<file path="config.mk">
export PLATFORM = sky130hd
export DESIGN_NAME = crc16_frame_check
export DESIGN_NICKNAME = d
export VERILOG_FILES = /design/src/rtl/crc16_pkg.sv /design/src/rtl/crc16_next.sv /design/src/rtl/crc16_frame_check.sv
export SDC_FILE = /design/constraint.sdc
export NUM_CORES = 1
export LEC_CHECK = 0
export ABC_CLOCK_PERIOD_IN_PS = 4100
export CAP_MARGIN = 20
export CORE_MARGIN = 3
export CORE_UTILIZATION = 42
export DETAILED_ROUTE_END_ITERATION = 8
export MAX_ROUTING_LAYER = met4
export SLEW_MARGIN = 10
export SYNTH_ARGS = -nofsm -noshare
export SYNTH_HDL_FRONTEND = slang
export SYNTH_SLANG_ARGS = --single-unit
export TNS_END_PERCENT = 100
</file>
<file path="constraint.sdc">
create_clock -name clk_in -period 4.1 [get_ports clk_in]
set_clock_uncertainty 0.05 [all_clocks]
set_input_delay 0.82 -clock clk_in [delete_from_list [all_inputs] [get_ports clk_in]]
set_output_delay 0.82 -clock clk_in [all_outputs]
set_load 0.1 [all_outputs]
</file>
<file path="src/rtl/crc16_pkg.sv">
// Shared CRC-16 constants and frame-checker state encoding.
// Used by the receive checker and the downlink CRC generator.
package crc16_pkg;

  localparam logic [15:0] CRC_POLY   = 16'h8005;
  localparam logic [15:0] CRC_INIT   = 16'hFFFF;
  localparam logic [15:0] CRC_XOROUT = 16'hFFFF;

  typedef enum logic [1:0] {
    IDLE = 2'd0,
    RUN  = 2'd1,
    DROP = 2'd2
  } state_t;

endpackage

</file>
<file path="src/rtl/crc16_next.sv">
// Combinational one-byte CRC-16 update, MSB first, non-reflected.
// Zero latency; no flow control.
module crc16_next
  import crc16_pkg::*;
#(
  parameter logic [15:0] POLYNOMIAL = CRC_POLY
) (
  input  logic [15:0] crc,
  input  logic [7:0]  data,
  output logic [15:0] crc_nxt
);

  always_comb begin
    crc_nxt = crc ^ {data, 8'h00};
    for (int i = 0; i < 8; i++) begin
      crc_nxt = crc_nxt[15] ? ((crc_nxt << 1) ^ POLYNOMIAL) : (crc_nxt << 1);
    end
  end

endmodule

</file>
<file path="src/rtl/crc16_frame_check.sv">
// Receive CRC-16 frame checker: strips the two trailing CRC bytes, reports status per frame.
// Payload byte appears 1 cycle after the second-following byte is accepted; status 1 cycle after eof; no backpressure.
module crc16_frame_check
  import crc16_pkg::*;
#(
  parameter logic [15:0] POLYNOMIAL = CRC_POLY,
  parameter logic [15:0] INIT_VALUE = CRC_INIT,
  parameter logic [15:0] MAX_LEN    = 16'd1024
) (
  input  logic        clk_in,
  input  logic        rst_n,
  input  logic [7:0]  data_in,
  input  logic        valid_in,
  input  logic        sof_in,
  input  logic        eof_in,
  output logic [7:0]  data_out,
  output logic        data_out_valid,
  output logic        data_out_sof,
  output logic        data_out_last,
  output logic        frame_done,
  output logic        crc_ok,
  output logic        crc_err,
  output logic        len_err,
  output logic        frame_abort,
  output logic [15:0] payload_len,
  output logic [15:0] ok_cnt,
  output logic [15:0] err_cnt
);

  state_t      state, state_nxt;
  logic [7:0]  dl0, dl1;
  logic [15:0] tot, rel_cnt, crc_reg, crc_upd, fin_plen;
  logic        pend_len;
  logic        sof_acc, mid, rel, ovf, crc_match, fin_len_err, ok_inc, err_inc;

  // dl1 is always the byte due for release, so the CRC folds it in as it leaves.
  crc16_next #(.POLYNOMIAL(POLYNOMIAL)) u_crc_next (
    .crc     (crc_reg),
    .data    (dl1),
    .crc_nxt (crc_upd)
  );

  always_ff @(posedge clk_in or negedge rst_n) begin
    if (!rst_n) state <= IDLE;
    else        state <= state_nxt;
  end

  always_comb begin
    state_nxt   = state;
    sof_acc     = valid_in && sof_in;
    mid         = valid_in && !sof_in && (state != IDLE);
    rel         = mid && (state == RUN) && (tot >= 16'd2) && (rel_cnt != MAX_LEN);
    ovf         = mid && (state == RUN) && (tot >= 16'd2) && (rel_cnt == MAX_LEN);
    crc_match   = ((crc_upd ^ CRC_XOROUT) == {dl0, data_in});
    fin_len_err = (state == DROP) || (tot < 16'd2) || ovf;
    fin_plen    = (tot >= 16'd2) ? (tot - 16'd1) : 16'd0;
    ok_inc      = mid && eof_in && !fin_len_err && crc_match;
    err_inc     = pend_len || (sof_acc && ((state != IDLE) || eof_in)) ||
                  (mid && eof_in && (fin_len_err || !crc_match));
    case (state)
      IDLE: begin
        if (sof_acc && !eof_in) state_nxt = RUN;
      end
      RUN, DROP: begin
        if (sof_acc)             state_nxt = eof_in ? IDLE : RUN;
        else if (mid && eof_in)  state_nxt = IDLE;
        else if (ovf)            state_nxt = DROP;
      end
      default: state_nxt = IDLE;
    endcase
  end

  always_ff @(posedge clk_in or negedge rst_n) begin
    if (!rst_n) begin
      dl0            <= '0;
      dl1            <= '0;
      tot            <= '0;
      rel_cnt        <= '0;
      crc_reg        <= INIT_VALUE;
      pend_len       <= 1'b0;
      data_out       <= '0;
      data_out_valid <= 1'b0;
      data_out_sof   <= 1'b0;
      data_out_last  <= 1'b0;
      frame_done     <= 1'b0;
      crc_ok         <= 1'b0;
      crc_err        <= 1'b0;
      len_err        <= 1'b0;
      frame_abort    <= 1'b0;
      payload_len    <= '0;
    end else begin
      data_out       <= '0;
      data_out_valid <= 1'b0;
      data_out_sof   <= 1'b0;
      data_out_last  <= 1'b0;
      frame_done     <= 1'b0;
      crc_ok         <= 1'b0;
      crc_err        <= 1'b0;
      len_err        <= 1'b0;
      frame_abort    <= 1'b0;
      payload_len    <= '0;
      pend_len       <= 1'b0;
      // A 1-byte frame that also aborted the previous one reports one cycle after the abort.
      if (pend_len) begin
        frame_done <= 1'b1;
        len_err    <= 1'b1;
      end
      if (rel) begin
        data_out       <= dl1;
        data_out_valid <= 1'b1;
        data_out_sof   <= (rel_cnt == 16'd0);
        data_out_last  <= eof_in;
        rel_cnt        <= rel_cnt + 16'd1;
        crc_reg        <= crc_upd;
      end
      if (sof_acc) begin
        dl0     <= data_in;
        dl1     <= '0;
        tot     <= 16'd1;
        rel_cnt <= '0;
        crc_reg <= INIT_VALUE;
        if (state != IDLE) begin
          frame_done  <= 1'b1;
          frame_abort <= 1'b1;
          pend_len    <= eof_in;
        end else if (eof_in) begin
          frame_done <= 1'b1;
          len_err    <= 1'b1;
        end
      end else if (mid) begin
        dl1 <= dl0;
        dl0 <= data_in;
        if (tot != 16'hFFFF) tot <= tot + 16'd1;
        if (eof_in) begin
          frame_done  <= 1'b1;
          crc_ok      <= !fin_len_err && crc_match;
          crc_err     <= !fin_len_err && !crc_match;
          len_err     <= fin_len_err;
          payload_len <= fin_plen;
        end
      end
    end
  end

  always_ff @(posedge clk_in or negedge rst_n) begin
    if (!rst_n) begin
      ok_cnt  <= '0;
      err_cnt <= '0;
    end else begin
      if (ok_inc && (ok_cnt != 16'hFFFF))   ok_cnt  <= ok_cnt + 16'd1;
      if (err_inc && (err_cnt != 16'hFFFF)) err_cnt <= err_cnt + 16'd1;
    end
  end

endmodule

</file>
**Word-level counts from Yosys, hierarchy flattened**

Index checks and enable logic that the tools add are counted.

- Add/subtract/negate cells: 5
- $lt $le $gt $ge: 2
- Equal/unequal tests: 10
- Mux-type cells: 52
- Bitwise operators: 10
- Reductions and logical operators: 36

Operator list:

| cell | number |
|---|---|
| 16-bit 2-to-1 mux | 19 |
| 16-bit by 1-bit adder with 16-bit output, second input constant | 4 |
| 16-bit != test, second input constant | 3 |
| 8-bit 2-to-1 mux | 5 |
| 3-bit inverter | 8 |
| 1-bit 2-to-1 mux | 23 |
| 1-bit logical AND | 17 |
| 16-bit by 11-bit equality test with 1-bit output, second input constant | 1 |
| 16-bit equality test | 1 |
| 16-bit by 2-bit >= comparator with 1-bit output, second input constant | 1 |
| 16-bit zero test | 1 |
| 16-bit by 2-bit less-than comparator with 1-bit output, second input constant | 1 |
| 16-bit by 11-bit != test with 1-bit output, second input constant | 1 |
| 16-bit inverter | 1 |
| 16-bit by 1-bit subtractor with 16-bit output, second input constant | 1 |
| 16-bit XOR | 1 |
| 2-bit 2-to-1 mux | 4 |
| 2-bit nonzero test | 4 |
| 1-bit logical OR | 6 |
| 1-bit zero test | 4 |
| 4-bit != test, second input constant | 1 |
| 2-bit case mux with 2 select lines | 1 |
| 2-bit AND reduction | 2 |
| 2-bit by 1-bit equality test with 1-bit output, second input constant | 1 |
| other kinds (4) | 4 |

- Register bits: 131
- Input port bits: 13
- Output and inout port bits: 64
- Word-level logic and storage cells: 134

**Logic depth before layout (Yosys ltp)**

Gate-level depths: netlist of run 1.

- Depth in word-level cells: 24
- Depth in mapped cells: 13
- Depth with buffers taken out: 12

**Cells and area by module**

From an unflattened synthesis of run 1, not the netlist that was laid out.

- Cell total of the unflattened synthesis: 653
- Area, all modules: 6608.8 sq um

Modules (own cells, without submodules):

| module | times used | cells each | area each (sq um) | seq. area each (sq um) |
|---|---|---|---|---|
| crc16_frame_check | 1 | 627 | 6327.3 | 3298.2 |
| crc16_next | 1 | 26 | 281.5 | 0.0 |

**Least setup slack after synthesis of run 1**

No wires, ideal clock.

- Path type: input to register
- Start: input data_in[5]
- End: register ok_cnt[14]
- Library setup time: 0.128 ns
- Data arrival time: 2.966 ns
- Required time: 3.922 ns
- Slack: 0.956 ns
- Stages on the path: 7
- Buffers on the path: 0
- Cells stage by stage: xnor3_1 > or4_4 > nor3_4 > o2111ai_4 > or2_1 > nor4_2 > mux2_1

- Cells in the longest elaborated chain, start to end: 3

Ends and longest elaborated chain:

| item | RTL line | source |
|---|---|---|
| start, declared | crc16_frame_check.sv:12 | `input logic [7:0] data_in,` |
| 16-bit equality test | crc16_frame_check.sv:54 | `crc_match = ((crc_upd ^ CRC_XOROUT) == {dl0, data_in});` |
| 1-bit logical AND | crc16_frame_check.sv:57 | `ok_inc = mid && eof_in && !fin_len_err && crc_match;` |
| 1-bit logical AND | crc16_frame_check.sv:150 | `if (ok_inc && (ok_cnt != 16'hFFFF)) ok_cnt <= ok_cnt + 16'd1;` |
| end signal, assigned | crc16_frame_check.sv:150 |  |
| end, declared | crc16_frame_check.sv:26 | `output logic [15:0] ok_cnt,` |

No other way between the ends.
A chain may end at the register's enable or synchronous reset.

**Worst setup path after layout of run 1**

Same ends and word-level chain as after synthesis.

==> results of run 1 <==
[placed cells by master, fill, tap and decap left out, types with 4 or more instances in the layout]
master	synthesis	routed
nor3_1	26	26
xnor3_1	4	4
and3_1	10	10
clkdlybuf4s50_1	0	75
nand2b_1	4	4
or3_1	11	11
nor4_1	11	11
clkbuf_1	22	4
nand2_1	52	52
o31ai_1	4	4
ha_1	11	11
nand4_1	11	11
dfstp_2	16	16
o22ai_1	9	9
mux2_2	14	14
nand3_1	24	24
clkbuf_16	0	17
xor2_1	42	42
o21ai_0	22	22
buf_4	1	11
xnor2_1	45	45
a22oi_1	8	8
mux2i_1	5	5
a21oi_1	21	21
and2_1	7	7
inv_1	26	26
nor2b_1	5	5
nor2_1	71	71
dfrtp_1	115	115
[per-layer routing]
layer	GRT usage	vias to the layer above	routed length, um
met2	0.280	96	6810
met3	0.0372	12	409
li1	-	2327	-
met1	0.234	2292	6450
met5	-	-	0
met4	0.0672	0	171
[cells by family after synthesis]
| family | after synthesis |
|---|---|
| multiplexers | 20 |
| XOR/XNOR | 94 |
| flip-flops | 131 |
| AND/OR/NAND/NOR | 248 |
| buffers and inverters | 51 |
| adder cells (fa/ha/maj) | 11 |
| AO/OA/AOI/OAI | 76 |
[critical path, cell delays in order]
cell and delay (ns):
clkdlybuf4s50_1 0.48, xnor3_1 0.42, or4_4 0.56, nor3_4 0.22
o2111ai_4 0.23, or2_1 0.32, nor4_2 0.27, mux2_1 0.35
[worst max-delay path by stage]
stage	start	to	slack (ns)	depth (start not counted)
after detailed placement	data_in[7]	ok_cnt[14]	0.25	8
final	data_in[5]	ok_cnt[14]	0.67	8
after CTS	data_in[7]	ok_cnt[14]	0.69	8
after global routing	crc_reg[15]	ok_cnt[14]	0.54	8
after global placement	data_in[7]	ok_cnt[14]	0.27	8
after floorplan	data_in[5]	ok_cnt[14]	0.96	7
[power by group through the flow]
stage	Clock [W]	Sequential, W	Combinational [W]
2_1_floorplan	0	0.00207	0.00138
3_3_place_gp	0	0.00176	0.00213
3_5_place_dp	0	0.00177	0.00217
4_1_cts	0.00145	0.00175	0.00218
5_1_grt	0.00152	0.00178	0.00235
6_report	0.00141	0.00175	0.00216
[synthesized netlist by cell type, drive strengths merged (12+ instances only)]
cell type / count
o21ai: 22
nand3: 24
inv: 26
xnor2: 47
nor2: 71
clkbuf: 22
nor3: 27
dfstp: 16
dfrtp: 115
nand2: 52
xor2: 42
a21oi: 21
mux2: 15
nor4: 12
[metrics by stage]
stage / utilization / hold WS (ns) / instance area [um2] / worst slack, ns
after global placement: 0.503 / 0.414 / 7450 / 0.271
after floorplan: - / 0.400 / 6460 / 0.956
after CTS: 0.541 / 0.421 / 8010 / 0.688
after detailed placement: 0.503 / 0.417 / 7450 / 0.248
after global routing: 0.541 / 0.435 / 8010 / 0.542
final: 0.541 / 0.425 / 8010 / 0.674
[layout make-up]
class | count | area (um2) | share of cell area
multi-input combinational | 449 | 2970 | 0.371
inverter | 26 | 97.6 | 0.0122
sequential | 131 | 3300 | 0.412
tap | 184 | 230 | 0.0287
timing repair buffer | 87 | 853 | 0.107
clock inverter | 8 | 77.6 | 0.00969
clock buffer | 24 | 482 | 0.0601
==> metrics.md, run 1 <==
| Metric | Value |
|---|---|
| Routed WL | `around 14000 um` |
| CP arrival | `~3.7 ns` |
| Syn Nets | `around 660` |
| Compound-Gate Fraction of Synth Area | `0.0743` |
| Worst EP required | `around 4.3 ns` |
| Io pins | `77` |
| Worst Hold Path EP | `data_out_sof` |
| Power share of the clock group | `0.265` |
| Crit path launch type | `input pin` |
| Main combinational cell family by area after synthesis | `simple AND/OR/NAND/NOR gates` |
| FMAX | `~300 MHz` |
| Setup TNS Final | `0 ns` |
| Layout cell share with drive strength beyond 1 | `0.109` |
| Crit Path Class | `in -> reg` |
| R2R cell count | `8` |
| PostCTS Resize Cnt | `0` |
| Setup repair bufs after CTS | `0` |
| Avg Cell Area, Syn | `approximately 10 um2` |
| Vias in the first global route | `~4800` |
| RSZ-0062 raised after global routing | `false` |
| CTS tree | `yes` |
| Die X | `about 130 um` |
| Clock Path Buffers | `2` |
| P_sw | `between 0.002 and 0.0025 W` |
| Total grt overflow | `0` |
| Synth Instances | `~630` |
| Minimum clock period | `3.43 ns` |
| Crit path max fanout | `8` |
| Antenna violations before repair | `0` |
| Remaining routing DRC violations | `0` |
| Pin count of the biggest net entering global routing | `around 130` |
| DRT iter0 DRCs | `between 200 and 300` |
| Row count | `44` |
| Min-delay src | `rel_cnt[10]` |
| Crit end category | `register` |
| Starting Density | `0.437` |
| Area growth syn-to-layout | `23.9%` |
| Worst min path class | `reg -> reg` |
| TritonCTS Sinks | `approximately 130` |
| First-pass GRT wire length | `23500 um` |
| GPL Wtd Cong | `around 0.8` |
| Layout fillers | `around 1300` |
| DP Wirelength | `9670 um` |
| Die ar. | `16900 um2` |
| Max Cap Viol | `0` |
| Vias/cell | `roughly 5.2` |
| Status | `finished clean` |
| Ys Warns | `0` |
| GR Util All Layers | `0.180` |
| Switching Fraction | `0.386` |
| Internal power | `roughly 0.0033 W` |
| DR pass1 iterations | `5` |
| Die H | `130 um` |
| Synth unique cells | `53` |
| Power share of the sequential group | `0.328` |
| Top FF cell, synth | `dfrtp_1` |
| CTS hold repair buffers | `0` |
| Hold Path Depth | `1` |
| Worst relative slew slack | `0.333` |
| Clk Tree Root Cell | `clkbuf_16` |
| Combinational share of power | `0.407` |
| Final Hold Fails | `0` |
| Post-synth EDFFs | `0` |
| Total power | `approximately 0.0053 W` |
| R2r endpoint | `ok_cnt[14]` |
| Final net count | `736` |
| RR Startpoint | `crc_reg[15]` |
| Clock Latency Late Sink | `0.42 ns` |
| Multiplexer share of the synthesized area | `0.0339` |
| Async SR Flop Fraction | `1.00` |
| Fin crit share | `0.836` |
| H-tree levels | `4` |
| Synth area leaders | `dfrtp_1 45%, dfstp_2 6.5%, xnor2_1 6.1%` |
| Reg2Reg Setup Slack | `about 0.73 ns` |
| Slew Viols, Final | `0` |
| CORE AREA | `14800 um2` |
| CTS buffer count | `17` |
| Sequential-to-total area share from yosys stat | `0.510` |
| Antenna Cells | `0` |
| Leakage Power | `approximately 3.5 nW` |
| DRT antenna net count | `0` |
| Seq cells post-synth | `around 130` |
| Post-synth top area share | `0.445` |
| Adder-Cell Fraction of Synth Area | `0.0213` |
| Synth Area in Simple Gates | `0.189` |
| Port Buf Inserts | `76` |
| Inst Count DP | `between 800 and 900` |
| Worst-Margin Slew | `~1.0 ns` |
| Via count | `4727` |
| Maximum vdd drop | `roughly 410 uV` |
| WL/cell | `15.2 um` |
| Mapped Area | `6460 um2` |
| Yosys top cell by area | `dfrtp_1` |
| Worst-path clk slew | `around 0.050 ns` |
| Xor/xnor share of the synthesized area | `0.141` |
| Finish-stage setup viols | `0` |
| Cell Pwr Density | `665 nW/um2` |
| Non-filler cells, final | `slightly above 900` |
Note: power is estimated with default switching activity, not from simulation.
==> inputs of run 2 (changes only) <==
--- a/config.mk
+++ b/config.mk
@@ -5,7 +5,7 @@
 export SDC_FILE = /design/constraint.sdc
 export NUM_CORES = 1
 export LEC_CHECK = 0
-export ABC_CLOCK_PERIOD_IN_PS = 4100
+export ABC_CLOCK_PERIOD_IN_PS = 3250
 export CAP_MARGIN = 20
 export CORE_MARGIN = 3
 export CORE_UTILIZATION = 42
==> constraint.sdc (replaced) <==
create_clock -name clk_in -period 3.25 [get_ports clk_in]
set_clock_uncertainty 0.05 [all_clocks]
set_input_delay 0.65 -clock clk_in [delete_from_list [all_inputs] [get_ports clk_in]]
set_output_delay 0.65 -clock clk_in [all_outputs]
set_load 0.1 [all_outputs]
==> metrics.md, run 2 (synthesis gave the netlist of run 1 again) <==
| Metric | Value |
|---|---|
| Worst EP required | `~3.5 ns` |
| Row count | `44` |
| First-pass GRT wire length | `roughly 23000 um` |
| Non-filler cells, final | `between 900 and 1000` |
| TritonCTS Sinks | `roughly 130` |
| Worst hold slack | `0.0173 ns` |
| Antenna violations before repair | `0` |
| Reg2Reg Setup Slack | `0.10 ns` |
| DRT iter0 DRCs | `approximately 260` |
| Finish-stage setup viols | `0` |
| CTS buffer count | `17` |
| Critical-path top delay cell | `or4_4` |
| Status | `finished clean` |
| GPL Wtd Cong | `between 0.8 and 0.9` |
| Multi-input gate area | `3020 um2` |
| Util after Layout | `0.549` |
| Final Hold Fails | `0` |
| DRT antenna net count | `0` |
| Leakage Power | `between 3 and 4 nW` |
| Crit end category | `register` |
| CP arrival | `3.43 ns` |
| Port Buf Inserts | `76` |
| Clock Path Buffers | `2` |
| Die H | `130 um` |
| Final net count | `roughly 760` |
| Vias in the first global route | `between 4000 and 5000` |
| R2R cell count | `8` |
| Layout fillers | `about 1300` |
| Inst Count DP | `just under 900` |
| Pin count of the biggest net entering global routing | `55` |
| Die X | `approximately 130 um` |
| Starting Density | `0.437` |
| Setup TNS Final | `0 ns` |
| Commonest non-fill, non-tap cell in the layout | `dfrtp_1` |
| Routed WL | `approximately 14000 um` |
| Clock Latency Late Sink | `0.42 ns` |
| CORE AREA | `about 15000 um2` |
| Fin crit share | `0.982` |
| Crit path max fanout | `4` |
| CTS tree | `yes` |
| WL/cell | `roughly 15 um` |
| Worst-path clk slew | `approximately 0.06 ns` |
| DP Wirelength | `between 9000 and 10000 um` |
| Minimum clock period | `~3.2 ns` |
| Worst path max stage delay | `0.53 ns` |
| DR pass1 iterations | `4` |
| Die ar. | `about 17000 um2` |
| Cell Pwr Density | `between 800 and 900 nW/um2` |
| Crit path launch type | `input pin` |
| Area growth syn-to-layout | `25.7%` |
| H-tree levels | `4` |
| RR Startpoint | `dl1[4]` |
| Worst-Margin Slew | `slightly below 0.6 ns` |
| Worst relative slew slack | `0.605` |
| Layout cell share with drive strength beyond 1 | `0.229` |
| Worst min path class | `in -> async` |
| GR Util All Layers | `0.179` |
| Register area | `between 3000 and 4000 um2` |
| Commonest cells after routing, fill and taps aside | `115 x dfrtp_1, 95 x buf_4, 71 x nor2_1` |
| Max Cap Viol | `0` |
| Maximum vdd drop | `~470 uV` |
| R2r endpoint | `ok_cnt[14]` |
| Worst path cell trace | `clkdlybuf4s50_1, xnor3_1, or4_4, nor3_4, o2111ai_4, or2_1, nor4_2, mux2_1` |
| Antenna Cells | `0` |
| Via count | `4848` |
| Clk Tree Root Cell | `clkbuf_16` |
| Slew Viols, Final | `0` |
| Total grt overflow | `0` |
| Remaining routing DRC violations | `0` |
| Crit Path Class | `in -> reg` |
| FMAX | `between 300 and 400 MHz` |
| Io pins | `between 70 and 80` |
| RSZ-0062 raised after global routing | `false` |
| Vias/cell | `roughly 5.2` |
## run 2: power breakdown
part | internal [W] | switching [W]
Sequential | 0.00192 | 0.000298
Combinational | 0.00125 | 0.00170
Clock | 0.00135 | 0.000653
## run 2: how the worst max path moves through the flow
stage,from,endpoint,slack [ns],cells after the start
after global placement,data_in[7],ok_cnt[14],-0.33,8
after global routing,dl1[4],ok_cnt[14],0.002,8
after floorplan,crc_reg[12],ok_cnt[14],0.23,8
after detailed placement,data_in[7],ok_cnt[14],-0.41,8
final,data_in[6],ok_cnt[14],0.06,8
after CTS,data_in[7],ok_cnt[14],0.03,8
## run 2: repair_timing
action / CTS / global route
buffers inserted: 0 / 4
gates resized for setup: 0 / 9
hold buffers: 0 / 0
endpoints found under the setup margin: 0 / 12
## run 2: layout make-up
class | instances | share of cell area
Clock inverter | 5 | 0.0154
Tap cell | 184 | 0.0283
Timing Repair Buffer | 108 | 0.107
Clock buffer | 23 | 0.0600
Sequential cell | 131 | 0.406
Inverter | 26 | 0.0120
Multi-Input combinational cell | 449 | 0.372
## run 2: worst max-delay path: cells and delay by family
family / cells / cell delay (ns)
simple gates: 4 / 1.33
buf+inv: 1 / 0.50
mux: 1 / 0.36
compound gates: 1 / 0.18
xor+xnor: 1 / 0.41
## run 2: layer usage
| metal | GRT usage | routed length [um] |
|---|---|---|
| met4 | 0.0678 | 323 |
| met5 | - | 0 |
| met1 | 0.233 | 6380 |
| met2 | 0.278 | 6900 |
| met3 | 0.0364 | 499 |
## run 2: per-stage QoR
step | power (W) | area (um2) | setup slack [ns]
after floorplan | 0.00435 | 6460 | 0.227
after global placement | 0.00499 | 7430 | -0.329
after detailed placement | 0.00504 | 7430 | -0.405
after CTS | 0.00707 | 8040 | 0.0281
after global routing | 0.00759 | 8130 | 0.00192
final | 0.00717 | 8130 | 0.0578
